$ cat src/rtl/dot_box_host.sv
// Initiator for the dot-box START/XFC handshake: loads X/Y from an element stream,
// fires START, captures the XFC result and offers it on a valid/ready stream.
// Optional WAIT timeout enabled by defining DOT_BOX_HOST_TIMEOUT_EN.
module dot_box_host #(
   parameter int N_ELEM         = 8,
   parameter int DW             = 16,
   parameter int TIMEOUT_CYCLES = 255
) (
   input  logic                 clk,
   input  logic                 reset,
   input  logic [DW-1:0]        S_DAT,
   input  logic                 S_VLD,
   output logic                 S_RDY,
   output logic [N_ELEM*DW-1:0] DB_X,
   output logic [N_ELEM*DW-1:0] DB_Y,
   output logic                 DB_START,
   input  logic [31:0]          DB_DAT,
   input  logic [15:0]          DB_DAT16,
   input  logic                 DB_XFC,
   output logic [31:0]          R_DAT,
   output logic [15:0]          R_DAT16,
   output logic                 R_ERR,
   output logic                 R_VLD,
   input  logic                 R_RDY,
   output logic                 BUSY
);

   localparam int CW = $clog2(2*N_ELEM);
   localparam logic [CW-1:0] CNT_LAST = CW'(2*N_ELEM-1);

   typedef enum logic [1:0] {LOAD, START, WAIT, RESP} state_t;

   state_t        state;
   state_t        state_nxt;
   logic [CW-1:0] cnt;
   logic          s_fire;
   logic          xfc_take;
   logic          timeout_hit;

   always_comb begin
      s_fire   = (state == LOAD) && S_VLD;
      xfc_take = (state == WAIT) && DB_XFC;
   end

`ifdef DOT_BOX_HOST_TIMEOUT_EN
   localparam int WCW = $clog2(TIMEOUT_CYCLES+1);
   localparam logic [WCW-1:0] WAIT_LAST = WCW'(TIMEOUT_CYCLES-1);

   logic [WCW-1:0] wait_cnt;

   // The XFC wins when it lands in the same cycle the count expires.
   always_comb begin
      timeout_hit = (state == WAIT) && !DB_XFC && (wait_cnt == WAIT_LAST);
   end

   always_ff @(posedge clk) begin
      if (reset) begin
         wait_cnt <= '0;
      end else if (state == START) begin
         wait_cnt <= '0;
      end else if ((state == WAIT) && !DB_XFC && !timeout_hit) begin
         wait_cnt <= wait_cnt + WCW'(1);
      end
   end

   always_ff @(posedge clk) begin
      if (reset) begin
         R_ERR <= 1'b0;
      end else if (xfc_take) begin
         R_ERR <= 1'b0;
      end else if (timeout_hit) begin
         R_ERR <= 1'b1;
      end
   end
`else
   always_comb begin
      timeout_hit = 1'b0;
   end

   assign R_ERR = 1'b0;
`endif

   always_ff @(posedge clk) begin
      if (reset) begin
         state <= LOAD;
      end else begin
         state <= state_nxt;
      end
   end

   always_comb begin
      state_nxt = state;
      S_RDY     = 1'b0;
      DB_START  = 1'b0;
      R_VLD     = 1'b0;
      BUSY      = 1'b1;
      case (state)
         LOAD: begin
            S_RDY = 1'b1;
            BUSY  = 1'b0;
            if (s_fire && (cnt == CNT_LAST)) begin
               state_nxt = START;
            end
         end
         START: begin
            DB_START  = 1'b1;
            state_nxt = WAIT;
         end
         WAIT: begin
            if (xfc_take || timeout_hit) begin
               state_nxt = RESP;
            end
         end
         RESP: begin
            R_VLD = 1'b1;
            if (R_RDY) begin
               state_nxt = LOAD;
            end
         end
         default: begin
            state_nxt = LOAD;
         end
      endcase
   end

   always_ff @(posedge clk) begin
      if (reset) begin
         cnt <= '0;
      end else if (s_fire) begin
         cnt <= (cnt == CNT_LAST) ? '0 : cnt + CW'(1);
      end
   end

   // Vectors only change during LOAD, so they stay frozen through START/WAIT/RESP.
   always_ff @(posedge clk) begin
      if (reset) begin
         DB_X <= '0;
         DB_Y <= '0;
      end else if (s_fire) begin
         for (int i = 0; i < N_ELEM; i++) begin
            if (cnt == CW'(i)) begin
               DB_X[i*DW +: DW] <= S_DAT;
            end
            if (cnt == CW'(i + N_ELEM)) begin
               DB_Y[i*DW +: DW] <= S_DAT;
            end
         end
      end
   end

   always_ff @(posedge clk) begin
      if (reset) begin
         R_DAT   <= '0;
         R_DAT16 <= '0;
      end else if (xfc_take) begin
         R_DAT   <= DB_DAT;
         R_DAT16 <= DB_DAT16;
      end else if (timeout_hit) begin
         R_DAT   <= '0;
         R_DAT16 <= '0;
      end
   end

endmodule

$ cat config.mk
export PLATFORM = sky130hd
export DESIGN_NAME = dot_box_host
export DESIGN_NICKNAME = d
export VERILOG_FILES = /design/src/rtl/dot_box_host.sv
export SDC_FILE = /design/constraint.sdc
export NUM_CORES = 1
export LEC_CHECK = 0
export ABC_CLOCK_PERIOD_IN_PS = 2009
export CAP_MARGIN = 0
export CELL_PAD_IN_SITES_DETAIL_PLACEMENT = 1
export CELL_PAD_IN_SITES_GLOBAL_PLACEMENT = 1
export CORE_ASPECT_RATIO = 1.2
export CORE_UTILIZATION = 33
export DETAILED_ROUTE_END_ITERATION = 10
export PLACE_DENSITY_LB_ADDON = 0.2
export SLEW_MARGIN = 25
export SYNTH_ARGS = -nofsm -noshare
export SYNTH_HDL_FRONTEND = slang
export SYNTH_SLANG_ARGS = --single-unit
$ cat constraint.sdc
create_clock -name clk -period 2.01 [get_ports clk]
set_input_delay 0.201 -clock clk [delete_from_list [all_inputs] [get_ports clk]]
set_output_delay 0.201 -clock clk [all_outputs]
set_load 0.005 [all_outputs]
==> results.yml <==
outcome:
  outcome: "completed"
grt:
  grt_antenna_before_repair: 1
  grt_usage: 0.257
  overflow: 0
  grt_pass1_vias: 12100
  grt_start_max_net_pins: 74
  grt_pass1_wl_microns: 72800
timing:
  worst_pin_slew_ns: 0.553
  rsz0062_at_grt: "false"
  fin_setup_tns_ns: 0
  slew_violations: 0
  slew-limit-headroom: 0.631
  hold_violations: 0
  fmax_ghz: 0.538
  fin_crit_sh: 0.925
  fin_skew_ns: 0.0120
  finalSetupViolCount: 0
  period_minus_slack_ns: 1.86
  timing.final.ws_setup_ns: 0.151
placed_design:
  dpl.hpwl_microns: 29900
  place.gp.congestion: 0.760
  dp_slack_ns: 0.142
  io_buffers: 376
  placed_cells: 2167
synthesis:
  synth.distinct_cells: 28
  synth_nets: 1541
  synth-seq-cells: 310
  syn_area_sq_um: 11800
  yosys-top-cells-area: "dfxtp_1 (53%), a21oi_1 (13%), nand3_1 (11%)"
  synth_top_area_frac: 0.525
  netlist_instances: 1464
  yosysSeqAreaShare: 0.525
  yosysTopAreaCell: "dfxtp_1"
  ys_warn_count: 0
  avgSynthCellArea_sq_um: 8.07
setup_path:
  arrival_ns: 1.66
  cp-start-kind: "register"
  critPathCaptureType: "primary output"
  crit_chain: "buf_4 > ha_1 > clkdlybuf4s50_1"
  critPathKind: "reg2out"
  critical-path-slowest-cell: "clkdlybuf4s50_1"
  crit_required_ns: 1.81
  worstPathMaxFanout: 3
  max_stage_delay_ns: 0.54
  reg2reg_depth: 4
die:
  start_util: 0.337
  die_x_microns: 175
  dieArea_sq_um: 36600
  dieHeight_microns: 209
  rows: 75
  ios: 378
  core_sq_um: 35100
cells_and_area:
  mostFrequentLayoutCell: "clkdlybuf4s50_1"
  multi_input_area_sq_um: 4850
  stdcell_count: 2226
  ff_latch_area_sq_um: 6210
  nets: 1820
  final_cell_mix: "clkdlybuf4s50_1 (373), dfxtp_1 (308), a21oi_1 (305)"
  diodes: 0
  drive_gt1_frac: 0.0709
  num-fill-cells: 4083
  area_delta_synth_final_pct: 45.6
route:
  vias_per_cell: 5.42
  met2WireLength_microns: 23400
  met3_wirelength_microns: 3780
  drc: 0
  finalWirelength_microns: 48600
  m1WireLength_microns: 19900
  wl_per_cell_microns: 21.8
  ant_nets: 0
  dr.pass1.iters: 7
  drt_iter0_drc: 968
  routed.top_layer: "met5"
  vias: 12100
clock_network:
  worstSkewPairLatency_ns: 0.52
  cts_buffers: 35
  cts_num_sinks: 310
  cts_tree: "built"
  hold_buffers: 0
  root_buffer: "clkbuf_16"
  clockBufferDepth: 3
  clk_transition_reported_paths_ns: 0.06
  htreeDepth: 2
worst_hold_path:
  whs_path_depth: 2
  min_path_type: "in2reg"
pwr:
  cellPowerDensity_nw_per_um2: 790
  ir_drop_uv: 736
  p_leak_uw: 0.00551
job:
  maxCapViolations: 0
cell families (layout without fill, tap and decap cells):
logic type	after synthesis	after routing	synth area share
buf+inv	195	495	0.0703
mux	1	1	0.000847
flops	310	310	0.525
compound gates	566	566	0.241
simple gates	381	381	0.152
xor+xnor	2	2	0.00148
other cells	1	1	0.000317
fa+ha+maj	8	8	0.00847
flip-flops by register name, summed over array words and instances (netlist names):
name	flops
R_DAT16	16
state	2
DB_Y	128
R_DAT	32
DB_X	128
cnt	4
metrics by stage:
step           utilization  total power (uW)  hold slack, ns  instance area [sq um]
5_1_grt              0.490             14000          0.0532                  17200
6_report             0.490             13600          0.0460                  17200
3_3_place_gp         0.458              7320           0.441                  16100
3_5_place_dp         0.458              7340           0.449                  16100
2_1_floorplan            -              6780           0.337                  11800
4_1_cts              0.490             13700          0.0384                  17200
final timing paths:
path | startpoint | endpoint | slack (ns)
max | state[1] | R_VLD | 0.15
min | reset | R_DAT[24] | 0.05
max reg2reg | cnt[3] | DB_Y[68] | 0.31
min reg2reg | R_DAT[24] | R_DAT[24] | 0.45
power by group:
part	switching (uW)	internal, uW	leakage [uW]	total, uW
Clock	2550	3840	0.000549	6390
Combinational	612	354	0.00246	966
Sequential	34.9	6200	0.00250	6230
Total	3200	10400	0.00551	13600
per-layer routing:
layer / vias up / global-route usage
met1: 5927 / 0.309
met4: 2 / 0.0876
met2: 392 / 0.435
li1: 5654 / -
met3: 81 / 0.0754
met5: - / 0
Yosys cell counts (all sizes together):
| cell | number |
|---|---|
| dfxtp | 310 |
| a21oi | 305 |
| nand3 | 262 |
| o21ai | 257 |
| clkbuf | 127 |
| nand2 | 100 |
| buf | 62 |
| ha | 8 |
| inv | 6 |
| and3 | 4 |
| nand2b | 4 |
| nor2b | 3 |
| a211oi | 2 |
| and2 | 2 |
| nor2 | 2 |
| xnor2 | 2 |
| a221o | 1 |
| a221oi | 1 |
| conb | 1 |
| mux2i | 1 |
| nand4 | 1 |
| nor3 | 1 |
| or2 | 1 |
| or3 | 1 |
area by class of cell:
cell class                 instances  share of cell area
timing repair buffer             431               0.257
tap                              462              0.0336
inverter                           6             0.00131
clock buffer                      54              0.0610
clock inverter                     4             0.00429
sequential                       310               0.361
multi-input combinational        959               0.282
critical path: cells and delay by family, from the launching register on:
family | cells | cell delay, ns
buffers and inverters | 2 | 0.66
flip-flops | 1 | 0.33
adder cells (fa/ha/maj) | 1 | 0.15
timing repair:
action                     in CTS  in global routing
setup buffers                   1                  0
gates resized for setup         9                  0
setup endpoints to repair       2                  0
Note: power is estimated with default switching activity, not from simulation.
